## config.mk

```make
export PLATFORM = sky130hd
export DESIGN_NAME = flat_trace_serializer_flat
export DESIGN_NICKNAME = d
export VERILOG_FILES = /design/src/rtl/flat_trace_serializer_pkg.sv /design/src/rtl/flat_trace_serializer_if.sv /design/src/rtl/flat_trace_serializer_rec_fifo.sv /design/src/rtl/flat_trace_serializer.sv /design/src/flat_wrapper.sv
export SDC_FILE = /design/constraint.sdc
export NUM_CORES = 1
export LEC_CHECK = 0
export ABC_AREA = 1
export CAP_MARGIN = 40
export CORE_MARGIN = 8
export CORE_UTILIZATION = 40
export CTS_CLUSTER_SIZE = 25
export DETAILED_ROUTE_END_ITERATION = 10
export MAX_ROUTING_LAYER = met4
export PLACE_DENSITY_LB_ADDON = 0.12
export SLEW_MARGIN = 25
export SYNTH_ARGS = -nofsm -noshare
export SYNTH_HDL_FRONTEND = slang
export SYNTH_SLANG_ARGS = --single-unit
export TNS_END_PERCENT = 20
```

## constraint.sdc

```tcl
create_clock -name clk -period 23.3 [get_ports clk]
set_input_delay 4.66 -clock clk [delete_from_list [all_inputs] [get_ports clk]]
set_output_delay 4.66 -clock clk [all_outputs]
set_load 0.005 [all_outputs]
```

## src/rtl/flat_trace_serializer_pkg.sv

```systemverilog
// Shared types and helpers for the flat trace serializer: state encoding,
// default record layout and the beat-count helper.
package trace_pkg;

  localparam int TRACE_LANE_W = 32;
  localparam int TRACE_W_IN   = 159;

  function automatic int ceil_div(input int a, input int b);
    return (a + b - 1) / b;
  endfunction

  typedef enum logic [1:0] {
    IDLE = 2'd0,
    HDR  = 2'd1,
    DATA = 2'd2
  } trace_state_e;

  typedef struct packed {
    logic [TRACE_LANE_W-1:0] stamp;
    logic [TRACE_W_IN-1:0]   vec;
  } trace_rec_t;

endpackage

```

## src/rtl/flat_trace_serializer_if.sv

```systemverilog
// Narrow valid/ready trace stream between the serializer (master) and a
// log sink or host link (slave).
interface flat_trace_serializer_if #(
  parameter int LANE_W = 32
);
  logic              s_valid;
  logic              s_ready;
  logic [LANE_W-1:0] s_data;
  logic              s_first;
  logic              s_last;

  modport master (output s_valid, output s_data, output s_first, output s_last, input s_ready);
  modport slave  (input s_valid, input s_data, input s_first, input s_last, output s_ready);
endinterface

```

## src/rtl/flat_trace_serializer_rec_fifo.sv

```systemverilog
// Synchronous record FIFO with wrap-bit pointers; exposes the head and the
// record behind it so the reader can chain records without a bubble.
module trace_rec_fifo #(
  parameter int WIDTH = 8,
  parameter int DEPTH = 4
) (
  input  logic             clk,
  input  logic             rst,
  input  logic             push,
  input  logic             pop,
  input  logic [WIDTH-1:0] din,
  output logic             full,
  output logic             empty,
  output logic             two_plus,
  output logic [WIDTH-1:0] head,
  output logic [WIDTH-1:0] head_next
);
  localparam int AW = $clog2(DEPTH);

  logic [WIDTH-1:0] mem [DEPTH];
  logic [AW:0]      wr_ptr;
  logic [AW:0]      rd_ptr;
  logic [AW:0]      count;
  logic [AW:0]      rd_ptr_inc;

  assign count      = wr_ptr - rd_ptr;
  assign rd_ptr_inc = rd_ptr + (AW + 1)'(1);
  assign empty      = (wr_ptr == rd_ptr);
  assign full       = (wr_ptr[AW] != rd_ptr[AW]) && (wr_ptr[AW-1:0] == rd_ptr[AW-1:0]);
  assign two_plus   = (count >= (AW + 1)'(2));
  assign head       = mem[rd_ptr[AW-1:0]];
  assign head_next  = mem[rd_ptr_inc[AW-1:0]];

  // A push on full only happens alongside a pop, so it reuses the slot being freed.
  always_ff @(posedge clk) begin
    if (push) begin
      mem[wr_ptr[AW-1:0]] <= din;
    end
  end

  always_ff @(posedge clk) begin
    if (rst) begin
      wr_ptr <= '0;
      rd_ptr <= '0;
    end else begin
      if (push) begin
        wr_ptr <= wr_ptr + (AW + 1)'(1);
      end
      if (pop) begin
        rd_ptr <= rd_ptr_inc;
      end
    end
  end

endmodule

```

## src/rtl/flat_trace_serializer.sv

```systemverilog
// Captures a wide response vector with a cycle stamp, queues it, and emits
// each record as one header beat plus NBEATS LSB-first data beats.
module flat_trace_serializer
  import trace_pkg::*;
#(
  parameter int W_IN   = TRACE_W_IN,
  parameter int LANE_W = TRACE_LANE_W,
  parameter int DEPTH  = 4
) (
  input  logic                    clk,
  input  logic                    rst,
  input  logic                    cap_valid,
  input  logic [W_IN-1:0]         flat_in,
  flat_trace_serializer_if.master strm,
  output logic                    overflow,
  output logic [15:0]             drop_cnt,
  output logic [LANE_W-1:0]       cyc_cnt
);
  localparam int NBEATS = ceil_div(W_IN, LANE_W);
  localparam int BW     = (NBEATS > 1) ? $clog2(NBEATS) : 1;
  localparam int PW     = NBEATS * LANE_W;
  localparam int RW     = LANE_W + W_IN;
  localparam logic [BW-1:0] LAST_BEAT = BW'(NBEATS - 1);

  typedef struct packed {
    logic [LANE_W-1:0] stamp;
    logic [W_IN-1:0]   vec;
  } rec_t;

  trace_state_e      state;
  logic [BW-1:0]     beat;
  logic [BW-1:0]     beat_inc;
  logic              full, empty, two_plus, push, pop, more;
  rec_t              head, head_next, next_rec;
  logic [PW-1:0]     pad_head;
  logic [LANE_W-1:0] slice_inc;

  trace_rec_fifo #(.WIDTH(RW), .DEPTH(DEPTH)) u_fifo (
    .clk       (clk),
    .rst       (rst),
    .push      (push),
    .pop       (pop),
    .din       ({cyc_cnt, flat_in}),
    .full      (full),
    .empty     (empty),
    .two_plus  (two_plus),
    .head      (head),
    .head_next (head_next)
  );

  assign pop      = (state == DATA) && strm.s_ready && (beat == LAST_BEAT);
  assign push     = cap_valid && (!full || pop);
  assign pad_head = PW'(head.vec);
  assign beat_inc = beat + BW'(1);

  // Record that becomes the head after the current one pops; a same-edge
  // capture counts when it is the only one left.
  always_comb begin
    more     = 1'b0;
    next_rec = head;
    if (two_plus) begin
      more     = 1'b1;
      next_rec = head_next;
    end else if (push) begin
      more     = 1'b1;
      next_rec = {cyc_cnt, flat_in};
    end else begin
      more     = 1'b0;
      next_rec = head;
    end
  end

  always_comb begin
    slice_inc = '0;
    if (beat != LAST_BEAT) begin
      slice_inc = pad_head[LANE_W*beat_inc +: LANE_W];
    end else begin
      slice_inc = '0;
    end
  end

  always_ff @(posedge clk) begin
    if (rst) begin
      state        <= IDLE;
      beat         <= '0;
      strm.s_valid <= 1'b0;
      strm.s_first <= 1'b0;
      strm.s_last  <= 1'b0;
      strm.s_data  <= '0;
    end else begin
      case (state)
        IDLE: begin
          if (!empty) begin
            state        <= HDR;
            strm.s_valid <= 1'b1;
            strm.s_first <= 1'b1;
            strm.s_last  <= 1'b0;
            strm.s_data  <= head.stamp;
          end
        end
        HDR: begin
          if (strm.s_ready) begin
            state        <= DATA;
            beat         <= '0;
            strm.s_first <= 1'b0;
            strm.s_last  <= (NBEATS == 1);
            strm.s_data  <= pad_head[LANE_W-1:0];
          end
        end
        DATA: begin
          if (strm.s_ready) begin
            if (beat == LAST_BEAT) begin
              beat        <= '0;
              strm.s_last <= 1'b0;
              if (more) begin
                state        <= HDR;
                strm.s_first <= 1'b1;
                strm.s_data  <= next_rec.stamp;
              end else begin
                state        <= IDLE;
                strm.s_valid <= 1'b0;
                strm.s_first <= 1'b0;
                strm.s_data  <= '0;
              end
            end else begin
              beat        <= beat_inc;
              strm.s_last <= (beat_inc == LAST_BEAT);
              strm.s_data <= slice_inc;
            end
          end
        end
        default: begin
          state        <= IDLE;
          beat         <= '0;
          strm.s_valid <= 1'b0;
          strm.s_first <= 1'b0;
          strm.s_last  <= 1'b0;
          strm.s_data  <= '0;
        end
      endcase
    end
  end

  always_ff @(posedge clk) begin
    if (rst) begin
      cyc_cnt  <= '0;
      overflow <= 1'b0;
      drop_cnt <= 16'h0000;
    end else begin
      cyc_cnt <= cyc_cnt + LANE_W'(1);
      if (cap_valid && !push) begin
        overflow <= 1'b1;
        if (drop_cnt != 16'hFFFF) begin
          drop_cnt <= drop_cnt + 16'h0001;
        end
      end
    end
  end

endmodule

```

## src/flat_wrapper.sv

```systemverilog
// flat-port wrapper written by rule: the top's interface ports become plain ports
module flat_trace_serializer_flat import trace_pkg::*;
#(
  parameter int W_IN   = TRACE_W_IN,
  parameter int LANE_W = TRACE_LANE_W,
  parameter int DEPTH  = 4
)
  (clk, rst, cap_valid, flat_in, overflow, drop_cnt, cyc_cnt, strm_s_valid, strm_s_data, strm_s_first, strm_s_last, strm_s_ready);
  flat_trace_serializer_if #(.LANE_W(LANE_W)) strm_i ();
  input  logic clk;
  input  logic rst;
  input  logic cap_valid;
  input  logic [W_IN-1:0] flat_in;
  output logic overflow;
  output logic [15:0] drop_cnt;
  output logic [LANE_W-1:0] cyc_cnt;
  output wire logic [$bits(strm_i.s_valid)-1:0] strm_s_valid;
  output wire logic [$bits(strm_i.s_data)-1:0] strm_s_data;
  output wire logic [$bits(strm_i.s_first)-1:0] strm_s_first;
  output wire logic [$bits(strm_i.s_last)-1:0] strm_s_last;
  input wire logic [$bits(strm_i.s_ready)-1:0] strm_s_ready;
  assign strm_s_valid = strm_i.s_valid;
  assign strm_s_data = strm_i.s_data;
  assign strm_s_first = strm_i.s_first;
  assign strm_s_last = strm_i.s_last;
  assign strm_i.s_ready = strm_s_ready;
  flat_trace_serializer #(.W_IN(W_IN), .LANE_W(LANE_W), .DEPTH(DEPTH)) u_core (.clk(clk), .rst(rst), .cap_valid(cap_valid), .flat_in(flat_in), .strm(strm_i), .overflow(overflow), .drop_cnt(drop_cnt), .cyc_cnt(cyc_cnt));
endmodule
```

==> out/results.tsv <==
metric	value	unit
outcome	finished clean	
setup_ws	15.43	ns
power.leakage	0.0176	uW
gr-usage-met2	34.6	%
yosys.area_share.adder	0.445	%
synth_compound_area_share	4.69	%
startpoint	strm_s_ready	
total_power	3930	uW
ys_ff_latch	861	
vias_per_cell	5.11	
avgSynthCellArea	9.83	um2
area_growth	17.7	%
period_minus_slack	7.87	ns
synth_cell_types	47	
slew_headroom	24.5	%
worstSetupEndpointType	flip-flop	
powerDensity	87.3	nW/um2
post-route-util	47.5	%
worstMarginPinSlew	1.13	ns
crit_buf_inv	5	
cts_setup_buffers	0	
synthSimpleGateAreaFrac	22.8	%
drc	0	
worstPathMaxFanout	130	
ctsHoldBuffers	0	
async_flop_share	0	%
hold_viol	0	
wl_per_cell	22.0	um
core	94900	um2
slowest_stage	buf_12	
synthMuxAreaShare	0	%
cts.clk_slew.worst_paths	0.06	ns
fillCellCount	8786	
critPathLaunchType	input port	
clock_sinks	861	
worstHoldPathType	reg2reg	
slew_violations	0	
crit_family	buffers and inverters	
synth_top_family_by_area	simple AND/OR/NAND/NOR gates	
cts_resized	0	
dr.pass1.iters	6	
synth_nets	4069	
synth_area	38300	um2
worstSetupPathType	in2reg	
dr_total_vias	27700	
grt_first_pass_wirelength	175000	um
grtUsageMet1	31.1	%
critical_path_depth	10	
dieArea	106000	um2
cts_inserted_buffers	95	
ys.flop_type	edfxtp_1	
setup_viol	0	
die_x	325	um
pre_cts_slack	14.59	ns
reg2reg_slack	19.19	ns
synth_xor_area_share	0.160	%
num-nets-final	4257	
gp_congestion	0.837	
max_cap_violations	0	
yosysWarningCount	0	
synth-edff-count	764	
timing.rr.end	u_core.strm.s_data[6]	
fin_crit_sh	33.8	%
yosys-top-cells-area	edfxtp_1 (60%), nand2_1 (12%), nand3_1 (6.3%)	
grtUsageMet3	2.67	%
htreeDepth	3	
rows	113	
r2r_start	u_core.beat[1]	
drive_gt1_share	6.83	%
drtIter0Drc	2496	
grt_pass1_vias	25900	
path_cells	clkdlybuf4s50_1, nand3_1, nor2_4, nor2_2, nor2_8, inv_2, nor2_4, buf_12, buf_4, buf_12	
die_h	325	um
cp_data_arrival_time	8.21	ns
grt_busiest_layer	met2	
portBuffers	246	
synthCells	3893	
rsz0062_at_grt	no	
hold_ws	0.486	ns
synth_top_cell_by_area	edfxtp_1	
r2r_cells	12	
io_pins	247	
antenna_left	0	
cpPeakStageDelay	0.62	ns
antenna_found_initial	6	
ys_seq_area_share	65.0	%
finalWirelength	119000	um
cts_root_buf	clkbuf_16	
grt.overflow.total	0	
initial_core_util	40.3	%
fmax	127	MHz
ir_drop	0.0648	mV
grt_max_degree	152	
cts_buffer_depth	3	
cts_tree	yes	
clock_skew	0.0269	ns
clk_latency	0.66	ns
setup-tns-final	0	ns
yosysTopAreaCellShare	60.0	%
grt_use_total	22.4	%
crit_required	23.64	ns
hpwlAfterDp	74200	um
endpoint	u_core.u_fifo.mem[2][74]	
## synth_stat cells, drive strengths merged, types with 18 or more instances
| cell type | instances |
|---|---|
| dfxtp | 97 |
| a32o | 18 |
| nand3 | 483 |
| edfxtp | 764 |
| a21oi | 133 |
| nor3 | 24 |
| buf | 140 |
| nand2 | 1277 |
| clkbuf | 66 |
| or2 | 33 |
| inv | 432 |
| nor2 | 245 |
| o21ai | 65 |
## through the flow
step / cells / cell area, um2
6_report: 5427 / 45100
5_1_grt: 5427 / 45100
3_5_place_dp: 5245 / 41900
3_3_place_gp: 5236 / 41700
4_1_cts: 5422 / 45000
2_1_floorplan: 3893 / 38300
## worst register-to-register path, cell delays in order, from the launching register on
cell	delay [ns]
dfxtp_1	0.38
inv_1	0.06
ha_1	0.26
nand2_1	0.19
inv_2	0.34
nor2_1	0.55
nand3_1	0.72
buf_4	0.47
nor2_1	0.66
nor2_1	0.10
nand2_1	0.10
nand2_1	0.07
a21oi_2	0.15
## logic make-up after synthesis
logic type      count (synthesis)
compound gates                283
xor+xnor                        7
fa+ha+maj                      13
buf+inv                       640
flops                         861
simple gates                 2089
## flip-flops by register name (all words and copies together) (netlist names), 2 cells and up, named ones only
signal,count
u_core.drop_cnt,16
u_core.u_fifo.rd_ptr,3
u_core.beat,3
u_core.cyc_cnt,32
u_core.strm.s_data,32
u_core.u_fifo.wr_ptr,3
u_core.u_fifo.mem,764
u_core.state,2
## cell type report
cell class,count,area (um2),area share (%)
Inverter,434,1640,3.64
Multi-Input combinational cell,2392,10800,24.0
Sequential cell,861,24900,55.3
Clock inverter,53,484,1.07
Antenna cell,1,2.50,0.00555
Tap cell,1265,1580,3.51
Timing Repair Buffer,297,3080,6.83
Clock buffer,124,2580,5.72
## placed cells by master (no fill, tap or decap), drive strengths merged, types with 8 or more instances in the layout
master	Yosys	final
a21oi	133	133
a221oi	11	11
a22o	16	16
a31oi	16	16
a32o	18	18
buf	140	52
clkbuf	66	124
clkdlybuf4s50	0	245
clkinv	2	38
dfxtp	97	97
edfxtp	764	764
ha	12	12
inv	432	437
nand2	1277	1277
nand3	483	483
nand4	12	12
nor2	245	245
nor3	24	24
nor4	8	8
o21ai	65	65
o22a	11	11
or2	33	33
## routing by layer
| layer | share of wire (%) | vias to the layer above |
|---|---|---|
| met5 | 0 | - |
| met1 | 45 | 13300 |
| li1 | - | 13300 |
| met4 | 3.2 | 0 |
| met3 | 5.5 | 184 |
| met2 | 46 | 957 |
## where the power goes
group,switching (uW),internal [uW]
Clock,621,859
Combinational,450,195
Sequential,46.0,1760
## worst min-delay path by stage
stage	from	end	slack [ns]	cells past startpoint
after floorplan	u_core.strm.s_valid	u_core.strm.s_valid	0.46	2
after CTS	u_core.strm.s_valid	u_core.strm.s_valid	0.49	2
after global placement	u_core.strm.s_valid	u_core.strm.s_valid	0.48	2
after detailed placement	u_core.strm.s_valid	u_core.strm.s_valid	0.49	2
final	u_core.strm.s_valid	u_core.strm.s_valid	0.49	2
after global routing	u_core.strm.s_valid	u_core.strm.s_valid	0.50	2
No activity file was read; power rests on OpenSTA's default activity.
